$ cat src/rtl/aes_arbiter_if.sv
// Signal bundle between two block requesters, the shared AES engine and the arbiter.
// The arbiter uses the slave modport; the surrounding environment uses master.
interface aes_arbiter_if;
  logic         r0_valid, r0_ready, r1_valid, r1_ready;
  logic [127:0] r0_block, r0_ctr, r1_block, r1_ctr;
  logic [255:0] r0_key, r1_key;
  logic         r0_out_valid, r0_out_ready, r1_out_valid, r1_out_ready;
  logic [127:0] r0_out_block, r1_out_block;
  logic         aes_in_valid, aes_in_ready;
  logic [127:0] aes_in_block, aes_ctr;
  logic [255:0] aes_key;
  logic         aes_out_valid, aes_out_ready;
  logic [127:0] aes_out_block;
  logic         aes_fifo_empty;

  modport slave (
    input  r0_valid, r0_block, r0_ctr, r0_key, r0_out_ready,
    input  r1_valid, r1_block, r1_ctr, r1_key, r1_out_ready,
    input  aes_in_ready, aes_out_valid, aes_out_block, aes_fifo_empty,
    output r0_ready, r0_out_valid, r0_out_block,
    output r1_ready, r1_out_valid, r1_out_block,
    output aes_in_valid, aes_in_block, aes_ctr, aes_key, aes_out_ready
  );

  modport master (
    output r0_valid, r0_block, r0_ctr, r0_key, r0_out_ready,
    output r1_valid, r1_block, r1_ctr, r1_key, r1_out_ready,
    output aes_in_ready, aes_out_valid, aes_out_block, aes_fifo_empty,
    input  r0_ready, r0_out_valid, r0_out_block,
    input  r1_ready, r1_out_valid, r1_out_block,
    input  aes_in_valid, aes_in_block, aes_ctr, aes_key, aes_out_ready
  );
endinterface

$ cat src/rtl/aes_arbiter.sv
// Two-requester arbiter for a shared pipelined AES engine: bursty round-robin grant,
// outstanding-block tracking, and a drain phase so the key never changes under in-flight blocks.
module aes_arbiter #(
  parameter int MAX_BURST = 16,
  parameter int OUT_W     = 8
) (
  input  logic           clk,
  input  logic           rst,
  aes_arbiter_if.slave   bus,
  output logic           owner
);
  localparam logic [1:0] S_IDLE  = 2'd0;
  localparam logic [1:0] S_OWN   = 2'd1;
  localparam logic [1:0] S_DRAIN = 2'd2;

  localparam int              BW         = (MAX_BURST > 1) ? $clog2(MAX_BURST) : 1;
  localparam logic [BW-1:0]   BURST_LAST = BW'(MAX_BURST - 1);
  localparam logic [OUT_W-1:0] OUT_MAX   = '1;

  logic [1:0]       state_q, state_d;
  logic             owner_q, owner_d;
  logic             rr_q, rr_d;
  logic [BW-1:0]    burst_q, burst_d;
  logic [OUT_W-1:0] outstanding_q, outstanding_d;

  logic in_own, active, own_valid, other_valid, limit_ok, issue, ret;

  assign in_own      = (state_q == S_OWN);
  assign active      = in_own || (state_q == S_DRAIN);
  assign own_valid   = owner_q ? bus.r1_valid : bus.r0_valid;
  assign other_valid = owner_q ? bus.r0_valid : bus.r1_valid;
  assign limit_ok    = (outstanding_q != OUT_MAX);

  assign bus.aes_in_valid = in_own && own_valid && limit_ok;
  assign bus.r0_ready     = in_own && !owner_q && bus.aes_in_ready && limit_ok;
  assign bus.r1_ready     = in_own &&  owner_q && bus.aes_in_ready && limit_ok;

  // Owner only moves in IDLE, so this mux is stable for every block in flight.
  assign bus.aes_in_block = owner_q ? bus.r1_block : bus.r0_block;
  assign bus.aes_ctr      = owner_q ? bus.r1_ctr   : bus.r0_ctr;
  assign bus.aes_key      = owner_q ? bus.r1_key   : bus.r0_key;

  assign bus.aes_out_ready = active && (owner_q ? bus.r1_out_ready : bus.r0_out_ready);
  assign bus.r0_out_valid  = active && !owner_q && bus.aes_out_valid;
  assign bus.r1_out_valid  = active &&  owner_q && bus.aes_out_valid;
  assign bus.r0_out_block  = (active && !owner_q) ? bus.aes_out_block : '0;
  assign bus.r1_out_block  = (active &&  owner_q) ? bus.aes_out_block : '0;

  assign issue = bus.aes_in_valid && bus.aes_in_ready;
  assign ret   = bus.aes_out_valid && bus.aes_out_ready;
  assign owner = owner_q;

  always_comb begin
    // NOTE: every next-state signal gets a hold default first so no path infers a latch.
    state_d       = state_q;
    owner_d       = owner_q;
    rr_d          = rr_q;
    burst_d       = burst_q;
    outstanding_d = outstanding_q;

    if (issue && !ret)
      outstanding_d = outstanding_q + OUT_W'(1);
    else if (ret && !issue && outstanding_q != '0)
      outstanding_d = outstanding_q - OUT_W'(1);

    case (state_q)
      S_IDLE: begin
        if (bus.r0_valid || bus.r1_valid) begin
          owner_d = (bus.r0_valid && bus.r1_valid) ? rr_q : bus.r1_valid;
          burst_d = '0;
          state_d = S_OWN;
        end
      end
      S_OWN: begin
        if (issue && burst_q != BURST_LAST)
          burst_d = burst_q + BW'(1);
        // Yield only when the other side is actually waiting.
        if (other_valid && ((issue && burst_q == BURST_LAST) || !own_valid))
          state_d = S_DRAIN;
      end
      S_DRAIN: begin
        if (outstanding_q == '0 && bus.aes_fifo_empty) begin
          state_d = S_IDLE;
          rr_d    = ~owner_q;
        end
      end
      default: state_d = S_IDLE;
    endcase
  end

  // NOTE: sequential state uses non-blocking assignments so all registers update together.
  always_ff @(posedge clk or posedge rst) begin
    if (rst) begin
      state_q       <= S_IDLE;
      owner_q       <= 1'b0;
      rr_q          <= 1'b0;
      burst_q       <= '0;
      outstanding_q <= '0;
    end else begin
      state_q       <= state_d;
      owner_q       <= owner_d;
      rr_q          <= rr_d;
      burst_q       <= burst_d;
      outstanding_q <= outstanding_d;
    end
  end
endmodule

$ cat src/flat_wrapper.sv
// flat-port wrapper written by rule: the top's interface ports become plain ports
module aes_arbiter_flat 
#(
  parameter int MAX_BURST = 16,
  parameter int OUT_W     = 8
)
  (clk, rst, owner, bus_r0_valid, bus_r0_block, bus_r0_ctr, bus_r0_key, bus_r0_out_ready, bus_r1_valid, bus_r1_block, bus_r1_ctr, bus_r1_key, bus_r1_out_ready, bus_aes_in_ready, bus_aes_out_valid, bus_aes_out_block, bus_aes_fifo_empty, bus_r0_ready, bus_r0_out_valid, bus_r0_out_block, bus_r1_ready, bus_r1_out_valid, bus_r1_out_block, bus_aes_in_valid, bus_aes_in_block, bus_aes_ctr, bus_aes_key, bus_aes_out_ready);
  aes_arbiter_if bus_i ();
  input  logic clk;
  input  logic rst;
  output logic owner;
  input wire logic [$bits(bus_i.r0_valid)-1:0] bus_r0_valid;
  input wire logic [$bits(bus_i.r0_block)-1:0] bus_r0_block;
  input wire logic [$bits(bus_i.r0_ctr)-1:0] bus_r0_ctr;
  input wire logic [$bits(bus_i.r0_key)-1:0] bus_r0_key;
  input wire logic [$bits(bus_i.r0_out_ready)-1:0] bus_r0_out_ready;
  input wire logic [$bits(bus_i.r1_valid)-1:0] bus_r1_valid;
  input wire logic [$bits(bus_i.r1_block)-1:0] bus_r1_block;
  input wire logic [$bits(bus_i.r1_ctr)-1:0] bus_r1_ctr;
  input wire logic [$bits(bus_i.r1_key)-1:0] bus_r1_key;
  input wire logic [$bits(bus_i.r1_out_ready)-1:0] bus_r1_out_ready;
  input wire logic [$bits(bus_i.aes_in_ready)-1:0] bus_aes_in_ready;
  input wire logic [$bits(bus_i.aes_out_valid)-1:0] bus_aes_out_valid;
  input wire logic [$bits(bus_i.aes_out_block)-1:0] bus_aes_out_block;
  input wire logic [$bits(bus_i.aes_fifo_empty)-1:0] bus_aes_fifo_empty;
  output wire logic [$bits(bus_i.r0_ready)-1:0] bus_r0_ready;
  output wire logic [$bits(bus_i.r0_out_valid)-1:0] bus_r0_out_valid;
  output wire logic [$bits(bus_i.r0_out_block)-1:0] bus_r0_out_block;
  output wire logic [$bits(bus_i.r1_ready)-1:0] bus_r1_ready;
  output wire logic [$bits(bus_i.r1_out_valid)-1:0] bus_r1_out_valid;
  output wire logic [$bits(bus_i.r1_out_block)-1:0] bus_r1_out_block;
  output wire logic [$bits(bus_i.aes_in_valid)-1:0] bus_aes_in_valid;
  output wire logic [$bits(bus_i.aes_in_block)-1:0] bus_aes_in_block;
  output wire logic [$bits(bus_i.aes_ctr)-1:0] bus_aes_ctr;
  output wire logic [$bits(bus_i.aes_key)-1:0] bus_aes_key;
  output wire logic [$bits(bus_i.aes_out_ready)-1:0] bus_aes_out_ready;
  assign bus_i.r0_valid = bus_r0_valid;
  assign bus_i.r0_block = bus_r0_block;
  assign bus_i.r0_ctr = bus_r0_ctr;
  assign bus_i.r0_key = bus_r0_key;
  assign bus_i.r0_out_ready = bus_r0_out_ready;
  assign bus_i.r1_valid = bus_r1_valid;
  assign bus_i.r1_block = bus_r1_block;
  assign bus_i.r1_ctr = bus_r1_ctr;
  assign bus_i.r1_key = bus_r1_key;
  assign bus_i.r1_out_ready = bus_r1_out_ready;
  assign bus_i.aes_in_ready = bus_aes_in_ready;
  assign bus_i.aes_out_valid = bus_aes_out_valid;
  assign bus_i.aes_out_block = bus_aes_out_block;
  assign bus_i.aes_fifo_empty = bus_aes_fifo_empty;
  assign bus_r0_ready = bus_i.r0_ready;
  assign bus_r0_out_valid = bus_i.r0_out_valid;
  assign bus_r0_out_block = bus_i.r0_out_block;
  assign bus_r1_ready = bus_i.r1_ready;
  assign bus_r1_out_valid = bus_i.r1_out_valid;
  assign bus_r1_out_block = bus_i.r1_out_block;
  assign bus_aes_in_valid = bus_i.aes_in_valid;
  assign bus_aes_in_block = bus_i.aes_in_block;
  assign bus_aes_ctr = bus_i.aes_ctr;
  assign bus_aes_key = bus_i.aes_key;
  assign bus_aes_out_ready = bus_i.aes_out_ready;
  aes_arbiter #(.MAX_BURST(MAX_BURST), .OUT_W(OUT_W)) u_core (.clk(clk), .rst(rst), .bus(bus_i), .owner(owner));
endmodule
$ cat config.mk
export PLATFORM = sky130hd
export DESIGN_NAME = aes_arbiter_flat
export DESIGN_NICKNAME = d
export VERILOG_FILES = /design/src/rtl/aes_arbiter_if.sv /design/src/rtl/aes_arbiter.sv /design/src/flat_wrapper.sv
export SDC_FILE = /design/constraint.sdc
export NUM_CORES = 1
export LEC_CHECK = 0
export ABC_CLOCK_PERIOD_IN_PS = 2740
export BUFFER_PORTS_ARGS = -buffer_cell sky130_fd_sc_hd__buf_2
export CORE_AREA = 2 2 747 749
export DETAILED_ROUTE_END_ITERATION = 12
export DIE_AREA = 0 0 749 751
export MAX_ROUTING_LAYER = met4
export SKIP_CTS_REPAIR_TIMING = 1
export SYNTH_ARGS = -nofsm -noshare
export SYNTH_HDL_FRONTEND = slang
export SYNTH_SLANG_ARGS = --single-unit
$ cat constraint.sdc
create_clock -name clk -period 2.74 [get_ports clk]
set_input_delay 0.548 -clock clk [delete_from_list [all_inputs] [get_ports clk]]
set_output_delay 0.548 -clock clk [all_outputs]
set_load 0.01 [all_outputs]
==> metrics.yaml, run 1 <==
clock_sinks: 16
synthMuxAreaShare_pct: 65.1
synth-simple-area-share_pct: 20.0
ys_types: 45
synth_fa_ha_area_share_pct: 1.75
rows: 274
error: "[ERROR GRT-0232] Routing congestion too high. Check the congestion heatmap in the GUI."
yosys_warnings: 0
synth_xor_area_share_pct: 0.680
gp_congestion: 1.21
grt_util_all_layers_pct: 17.7
synth_area_mm2: 0.00902
syn_inst: 989
grt_overflow: 1
start_util_pct: 1.63
synth_compound_area_share_pct: 2.55
die_h_um: 751
synth_edf_count: 0
lastStage: "5_1_grt"
io_buffer_count: 1935
synth_top_family_by_area: "multiplexers"
outcome: "aborted with a tool error"
htreeDepth: 1
yosysSeqAreaShare_pct: 4.44
syn_avg_cell_area_um2: 9.12
cts_buffer_depth: 2
die_w_um: 749
worst_path_end_type: "register data pin"
synth_nets: 2162
cts_buffers: 3
antenna_found_initial: 803
root_buffer: "clkbuf_16"
worst_endpoint: "u_core.outstanding_q[6]$_DFFE_PP0P_/D"
grt_max_degree: 121
synth_top_flop_cell: "dfrtp_1"
synth-async-reset-ratio_pct: 100
num_io_pins: 1936
dp_hpwl_mm: 482
ys_seq_elements: 16
-- per-stage QoR --
| stage | utilization (%) | std cells | instance area, um2 | setup WS [ns] |
|---|---|---|---|---|
| after floorplan | - | 989 | 9060 | 0.00398 |
| after global placement | 5.25 | 10185 | 29100 | -0.199 |
| after detailed placement | 5.25 | 10185 | 29100 | -0.527 |
| after CTS | 5.26 | 10189 | 29200 | -0.508 |
-- metal layers --
metal | GRT overflow | track usage, %
met3 | 0 | 14.0
met2 | 1 | 26.9
met5 | - | -
met4 | 0 | 6.79
met1 | 0 | 16.5
-- cell usage after synthesis (3+ instances only) --
library cell / number / area (um2)
and3_1: 130 / 813
xnor2_1: 3 / 26.3
mux2_2: 514 / 5790
buf_2: 50 / 250
o21ai_0: 7 / 35.0
nand2_1: 10 / 37.5
xor2_1: 4 / 35.0
nand3_1: 3 / 15.0
clkbuf_1: 48 / 180
a21oi_1: 6 / 30.0
ha_1: 11 / 138
and2_1: 130 / 813
nand4_1: 3 / 18.8
nor2_1: 5 / 18.8
inv_1: 7 / 26.3
dfrtp_1: 16 / 400
a22o_1: 5 / 43.8
-- cell families after synthesis --
group / count (synthesis)
mux: 520
simple gates: 293
buf+inv: 109
compound gates: 32
flops: 16
fa+ha+maj: 12
xor+xnor: 7
==> inputs of run 2 (changes only) <==
--- a/config.mk
+++ b/config.mk
@@ -5,12 +5,12 @@
 export SDC_FILE = /design/constraint.sdc
 export NUM_CORES = 1
 export LEC_CHECK = 0
-export ABC_CLOCK_PERIOD_IN_PS = 2740
+export ABC_CLOCK_PERIOD_IN_PS = 3550
 export BUFFER_PORTS_ARGS = -buffer_cell sky130_fd_sc_hd__buf_2
-export CORE_AREA = 2 2 747 749
+export CORE_AREA = 2 2 765 767
 export DETAILED_ROUTE_END_ITERATION = 12
-export DIE_AREA = 0 0 749 751
-export MAX_ROUTING_LAYER = met4
+export DIE_AREA = 0 0 767 769
+export PLACE_DENSITY_LB_ADDON = 0.15
 export SKIP_CTS_REPAIR_TIMING = 1
 export SYNTH_ARGS = -nofsm -noshare
 export SYNTH_HDL_FRONTEND = slang
==> constraint.sdc (replaced) <==
create_clock -name clk -period 3.55 [get_ports clk]
set_input_delay 0.71 -clock clk [delete_from_list [all_inputs] [get_ports clk]]
set_output_delay 0.71 -clock clk [all_outputs]
set_load 0.01 [all_outputs]
==> run 2 against run 1 <==
Effect of this change: the run now ends clean; area after synthesis is the same; synthesized cell count is the same.
==> metrics.yaml, run 2 <==
start_util_pct: 1.55  # -0.073 points
wl_met1_mm: 142
drt-total-wl_mm: 416
path_max_fanout: 74
antenna_found_initial: 653
final_net_count: 4032
dp_hpwl_mm: 401  # -17%
num_io_pins: 1936  # unchanged
gp_congestion: 1.01  # -16%
drc: 0
place_area_mm2: 0.0292  # +0.27%
power.density_mw_per_mm2: 645
fin_crit_sh_pct: 90.1
setup_violations: 0
synth_nets: 2162  # unchanged
p_leak_nw: 12.0
stdcell_count: 10821
final_cell_mix: "buf_2, mux2_2, and3_1, and2_1, buf_12"
vias: 20306
endpoint: "bus_aes_key[100]"
ys_types: 45  # unchanged
outcome: "complete, no violations"
io_buffer_count: 1935  # unchanged
timing.rr.end: "u_core.outstanding_q[7]$_DFFE_PP0P_"
ys_top_cells_by_count: "mux2_2, and2_1, and3_1, buf_2, clkbuf_1"
final_common_cell: "buf_2"
cp-start-kind: "register"
hold_violations: 0
critPathLaunch: "u_core.owner$_DFFE_PP0P_"
grt_pass1_vias: 18429
clock.fmax_mhz: 313
syn_avg_cell_area_um2: 9.12  # unchanged
synth.most_common_cell: "mux2_2"
ant_nets: 0
wl_met3_mm: 75.0
tightest_slew_ns: 0.845
drv_slew: 0
synth_area_mm2: 0.00902  # unchanged
ff2ff_path_depth: 9
fin_setup_tns_ns: 0
worstSkewPairLatency_ns: 0.26
critPathRequiredTime_ns: 2.84
maxSlewHeadroom_pct: 43.7
holdWs_ns: 0.501
synth_area_leaders: "mux2_2, and2_1, and3_1, dfrtp_1, buf_2"
cts_tree: "done"
coreArea_mm2: 0.581
grt_util_all_layers_pct: 13.4
cts_buffers: 3  # unchanged
grt_setup_unrepaired: "false"
die_h_um: 769  # +2.4%
cp_top_family: "buffers and inverters"
ir_drop_mv: 0.667
drtIter0Drc: 955
die_w_um: 767  # +2.4%
top_layer: "met5"
regToRegStartpoint: "u_core.owner$_DFFE_PP0P_"
critPathMaxStageDelay_ns: 0.47
totalPowerFinal_mw: 19.2
root_buffer: "clkbuf_16"
detail_route.first_pass.iterations: 4
grt_max_degree: 85
crit_arrival_ns: 2.49
finalClockSkew_ns: 0.00431
routedWlPerCell_um: 38.4
dp_cells: 10609  # +4.2%
viasPerCell: 1.88
cp-end-kind: "primary output"
yosys_warnings: 0  # unchanged
hold_path.class: "reg -> reg"
ys_seq_elements: 16  # unchanged
grt_overflow: 0
rows: 280  # +2.2%
htreeDepth: 1  # unchanged
synth_edf_count: 0  # unchanged
clock_sinks: 16  # unchanged
nFillCells: 69537
fin_util_pct: 5.13
largest_register_ffs: 8
cts_buffer_depth: 2  # unchanged
maxCapViolations: 0
die-area_mm2: 0.590
cp.depth: 4
path_cells: "buf_12, buf_12, mux2_2, buf_2"
grt_pass1_wl_mm: 457
wl_met2_mm: 180
fin_area_mm2: 0.0298
syn_inst: 989  # unchanged
reg_top3: "u_core.outstanding_q (8), u_core.burst_q (4), u_core.state_q (2)"
synth-async-reset-ratio_pct: 100  # unchanged
yosysTopAreaCellShare_pct: 64.2  # unchanged
area_growth_pct: 230
yosysSeqAreaShare_pct: 4.44  # unchanged
synth_top_flop_cell: "dfrtp_1"
drive_above_1_share_pct: 87.2
clk_transition_reported_paths_ns: 0.06
pre_cts_ws_ns: 0.290  # +0.817 ns
r2r_slack_ns: 0.61
path_class: "reg -> out"
cp_common_cell: "buf_12"
synth_top_area_cell: "mux2_2"
crit_slowest_cell: "dfrtp_4"
fin_crit_ns: 3.20
largest_register: "u_core.outstanding_q"
cp_num_buf_inv: 3
setup_slack_ns: 0.352
-- run 2: logic make-up (layout without fill, tap and decap cells) --
| kind of cell | after synthesis | after routing | synth area share, % |
|---|---|---|---|
| flops | 16 | 16 | 4.44 |
| buf+inv | 109 | 1978 | 5.44 |
| mux | 520 | 520 | 65.1 |
| fa+ha+maj | 12 | 12 | 1.75 |
| xor+xnor | 7 | 7 | 0.680 |
| compound gates | 32 | 32 | 2.55 |
| simple gates | 293 | 293 | 20.0 |
| other cells | 0 | 208 | 0 |
-- run 2: worst reg2reg max path, cell delays in order, from the launching register on --
cell and delay (ns):
dfrtp_4 0.52, mux2_4 0.32, and3_4 0.19, or2_1 0.33, ha_1 0.41, o211a_1 0.16, o21ai_0 0.13, a32oi_1 0.36
mux2i_4 0.28, xor2_1 0.16
-- run 2: worst min-delay path by stage --
stage / slack [ns] / startpoint / cells past startpoint / endpoint
finish: 0.50 / u_core.outstanding_q[7]$_DFFE_PP0P_ / 1 / u_core.outstanding_q[7]$_DFFE_PP0P_
global route: 0.53 / u_core.outstanding_q[7]$_DFFE_PP0P_ / 1 / u_core.outstanding_q[7]$_DFFE_PP0P_
CTS: 0.50 / u_core.outstanding_q[7]$_DFFE_PP0P_ / 1 / u_core.outstanding_q[7]$_DFFE_PP0P_
detailed placement: 0.49 / u_core.outstanding_q[7]$_DFFE_PP0P_ / 1 / u_core.outstanding_q[7]$_DFFE_PP0P_
global placement: 0.49 / u_core.rr_q$_DFFE_PP0P_ / 2 / u_core.rr_q$_DFFE_PP0P_
floorplan: 0.45 / u_core.rr_q$_DFFE_PP0P_ / 2 / u_core.rr_q$_DFFE_PP0P_
-- run 2: report_power, final --
part	internal [mW]	switching [mW]
clock	0.153	0.0911
combinational	6.68	11.9
sequential	0.263	0.0857
-- run 2: layout make-up --
class | count | area, um2 | share of cell area (%)
antenna | 208 | 520 | 1.75
tap | 7755 | 9700 | 32.6
inverter | 7 | 26.3 | 0.0883
timing repair buffer | 1967 | 10900 | 36.6
multi-input combinational | 864 | 8150 | 27.4
sequential | 16 | 404 | 1.36
clock buffer | 4 | 78.8 | 0.265
-- run 2: per-layer routing --
metal | global-route usage (%) | vias to the layer above
met1 | 13.9 | 8899
met3 | 10.3 | 1147
met5 | 0 | -
met2 | 21.2 | 2272
met4 | 3.52 | 382
li1 | - | 7606
No activity file was read; power rests on OpenSTA's default activity.
==> inputs of run 3 (changes only) <==
--- a/config.mk
+++ b/config.mk
@@ -5,11 +5,11 @@
 export SDC_FILE = /design/constraint.sdc
 export NUM_CORES = 1
 export LEC_CHECK = 0
-export ABC_CLOCK_PERIOD_IN_PS = 3550
+export ABC_AREA = 1
 export BUFFER_PORTS_ARGS = -buffer_cell sky130_fd_sc_hd__buf_2
-export CORE_AREA = 2 2 765 767
+export CORE_AREA = 2 2 752 754
 export DETAILED_ROUTE_END_ITERATION = 12
-export DIE_AREA = 0 0 767 769
+export DIE_AREA = 0 0 754 756
 export PLACE_DENSITY_LB_ADDON = 0.15
 export SKIP_CTS_REPAIR_TIMING = 1
 export SYNTH_ARGS = -nofsm -noshare
==> run 3 against run 2 <==
Effect of this change: routed wire length up 7.1%; via count increased by 24%; core utilization is 0.10 points higher; clock skew fell by 0.0021 ns; setup slack improved by 0.11 ns; non-clock buffer count is 56 higher; hold slack got worse by 0.013 ns; final cell count rose by 9.0%; die area shrank 3.4%; first-iteration DRC count increased by 81%; critical endpoint is now bus_r0_out_block[21]; largest power group unchanged.
==> metrics.yaml, run 3 <==
critPathMaxStageDelay_ns: 0.41  # -0.06 ns
ys_types: 30  # -33%
yosysSeqAreaShare_pct: 4.34  # -0.10 points
hold_depth: 2  # +1
cp_num_buf_inv: 5  # +2
grt_util_met2_pct: 25.4  # +4.2 points
fin_setup_tns_ns: 0  # unchanged
synth_top_area_cell: "nand2_1"
crit_arrival_ns: 2.38  # -0.11 ns
final_common_cell: "buf_2"
cts_buffers: 3  # unchanged
internal_power_mw: 5.23  # -26%
path_max_fanout: 68  # -8.1%
grt.busiest_layer: "met2"
swShare_pct: 69.8  # +6.8 points
rows: 276  # -1.4%
p_leak_nw: 15.2  # +27%
met1_usage_pct: 17.2  # +3.3 points
synth_nets: 3429  # +59%
r2r_slack_ns: 0.82  # +0.21 ns
drc: 0  # unchanged
drt-total-wl_mm: 445  # +7.1%
io_buffer_count: 1935  # unchanged
area_growth_pct: 219
die_w_um: 754  # -1.7%
final_cell_mix: "buf_2, nand2_1, nor2_1"
root_buffer: "clkbuf_16"
hold_violations: 0  # unchanged
htreeDepth: 1  # unchanged
antenna_found_initial: 631  # -3.4%
ff2ff_path_depth: 15  # +6
cp_top_family: "buffers and inverters"
dp_hpwl_mm: 430  # +7.1%
worstSkewPairLatency_ns: 0.26  # about the same
synth_area_leaders: "nand2_1, nor2_1, inv_1, buf_2, dfrtp_1"
vias: 25230  # +24%
power_frac_comb_pct: 96.5  # -0.4 points
reg_top3: "u_core.outstanding_q (8), u_core.burst_q (4), u_core.state_q (2)"
p_clk_share_pct: 1.5  # +0.2 points
path_cells: "inv_1, ha_1, inv_1, nor2_1, inv_6, buf_12, nor2_1, buf_2"
maxSlewHeadroom_pct: 46.7  # +3.0 points
ir_drop_mv: 0.356  # -47%
cts_tree: "done"
ys_seq_elements: 16  # unchanged
ys_top_cells_by_count: "nand2_1, nor2_1, inv_1, buf_2, clkbuf_1"
seqCellArea_um2: 404  # unchanged
hp-start: "u_core.rr_q$_DFFE_PP0P_"
routedWlPerCell_um: 37.7  # -1.7%
cp-end-kind: "primary output"
viasPerCell: 2.14  # +14%
syn_inst: 2256  # +130%
outcome: "complete, no violations"
fin_crit_sh_pct: 86.9  # -3.1 points
path_class: "reg -> out"
yosysTopAreaCellShare_pct: 65.3  # +1.1 points
pre_cts_ws_ns: 0.700  # +0.410 ns
holdPathEnd: "u_core.rr_q$_DFFE_PP0P_"
grt_max_degree: 98  # +15%
yosys_warnings: 0  # unchanged
met3_usage_pct: 7.26  # -3.0 points
drive_above_1_share_pct: 49.3  # -38 points
synth_top_flop_cell: "dfrtp_1"
maxCapViolations: 0  # unchanged
synth-async-reset-ratio_pct: 100  # unchanged
die_h_um: 756  # -1.7%
nFillCells: 67921  # -2.3%
clock.fmax_mhz: 324  # +3.6%
grt_setup_unrepaired: "false"
final_net_count: 5313  # +32%
synth_edf_count: 0  # unchanged
grt_util_all_layers_pct: 14.9  # +1.5 points
setup_violations: 0  # unchanged
finalClockSkew_ns: 0.00217  # -0.00214 ns
fin_crit_ns: 3.09  # -0.112 ns
regToRegStartpoint: "u_core.owner$_DFFE_PP0P_"
setup_slack_ns: 0.463  # +0.112 ns
multiInputGateArea_mm2: 0.00756  # -7.2%
pwr-share-seq_pct: 2.0  # +0.2 points
grt_overflow: 0  # unchanged
drv_slew: 0  # unchanged
largest_register_ffs: 8  # unchanged
crit_slowest_cell: "inv_6"
coreArea_mm2: 0.563  # -3.2%
detail_route.first_pass.iterations: 5  # +1
grt_pass1_wl_mm: 495  # +8.5%
grt_pass1_vias: 22972  # +25%
tightest_slew_ns: 0.799  # -0.0461 ns
syn_avg_cell_area_um2: 4.09  # -55%
synth.most_common_cell: "nand2_1"
drtIter0Drc: 1729  # +81%
clock_sinks: 16  # unchanged
num_io_pins: 1936  # unchanged
cp-start-kind: "register"
gp_congestion: 0.947  # -6.2%
power.density_mw_per_mm2: 589  # -8.6%
start_util_pct: 1.64  # +0.088 points
cts_buffer_depth: 2  # unchanged
timing.rr.end: "u_core.outstanding_q[7]$_DFFE_PP0P_"
critPathRequiredTime_ns: 2.84  # about the same
largest_register: "u_core.outstanding_q"
die-area_mm2: 0.570  # -3.4%
p_sw_mw: 12.1  # about the same
hold_path.class: "reg -> reg"
clk_transition_reported_paths_ns: 0.06  # about the same
ant_nets: 0  # unchanged
synth_area_mm2: 0.00923  # +2.3%
run 3: cell types whose count changed after synthesis, moves of 5 or more:
cell and delta:
mux2_2 -514, and2_1 -129, buf_2 +63, nand3_1 +19, nand2_1 +1594, a22o_1 -5
inv_1 +145, and3_1 -130, clkbuf_1 -19, nor2_1 +266
run 3: how the worst max path moves through the flow:
stage / endpoint / start / cells after the start / slack, ns
5_1_grt: bus_r0_out_block[40] / u_core.state_q[0]$_DFFE_PP0P_ / 8 / 0.30
4_1_cts: bus_r0_out_block[41] / u_core.state_q[0]$_DFFE_PP0P_ / 8 / 0.41
2_1_floorplan: u_core.outstanding_q[7]$_DFFE_PP0P_ / u_core.state_q[1]$_DFFE_PP0P_ / 17 / 1.22
6_report: bus_r0_out_block[21] / u_core.state_q[0]$_DFFE_PP0P_ / 8 / 0.46
3_5_place_dp: bus_r0_out_block[41] / u_core.owner$_DFFE_PP0P_ / 6 / 0.70
3_3_place_gp: u_core.outstanding_q[7]$_DFFE_PP0P_ / bus_r0_out_ready / 16 / 0.65
run 3: worst register-to-register path: cells and delay by family (launching register included):
family                   cells  cell delay, ns
buffers and inverters        3            0.43
adder cells (fa/ha/maj)      1            0.37
AND/OR/NAND/NOR              8            0.79
AO/OA/AOI/OAI                3            0.55
flip-flops                   1            0.49
run 3: layout make-up:
| cell class | count | area share, % |
|---|---|---|
| inverters | 155 | 2.03 |
| well taps | 7506 | 31.9 |
| repair buffers | 2023 | 37.4 |
| flip-flops and latches | 16 | 1.37 |
| multi-input cells | 1941 | 25.7 |
| clock buffers | 4 | 0.302 |
| diodes | 145 | 1.23 |
run 3: per-layer routing:
metal  vias to the layer above  share of wire (%)
met5                         -               0.36
met4                       238                2.5
met3                       995                 12
met2                      2455                 46
met1                     11046                 39
li1                      10496                  -
run 3: power groups by stage:
stage	clock, mW	combinational [mW]	sequential, mW
6_report	0.268	16.7	0.346
5_1_grt	0.281	17.9	0.361
4_1_cts	0.278	17.4	0.348
3_5_place_dp	0	17.3	0.351
3_3_place_gp	0	17.4	0.353
2_1_floorplan	0	6.45	0.313
run 3: cell families (layout without fill, tap and decap cells):
kind of cell | count (synthesis) | in the layout | synth area share (%)
AO/OA/AOI/OAI | 13 | 13 | 0.868
flip-flops | 16 | 16 | 4.34
other | 0 | 145 | 0
AND/OR/NAND/NOR | 1911 | 1911 | 78.8
buffers and inverters | 299 | 2182 | 13.8
XOR/XNOR | 5 | 5 | 0.475
adder cells (fa/ha/maj) | 12 | 12 | 1.71
run 3: per-stage QoR:
stage / hold WS (ns) / power, mW / cells / cell area (um2) / util, %
6_report: 0.488 / 17.3 / 11790 / 29400 / 5.23
5_1_grt: 0.517 / 18.6 / 11670 / 29100 / 5.18
4_1_cts: 0.484 / 18.0 / 11645 / 29100 / 5.17
3_5_place_dp: 0.468 / 17.7 / 11641 / 29000 / 5.15
3_3_place_gp: 0.502 / 17.8 / 11641 / 29000 / 5.15
2_1_floorplan: 0.448 / 6.77 / 2256 / 9230 / -
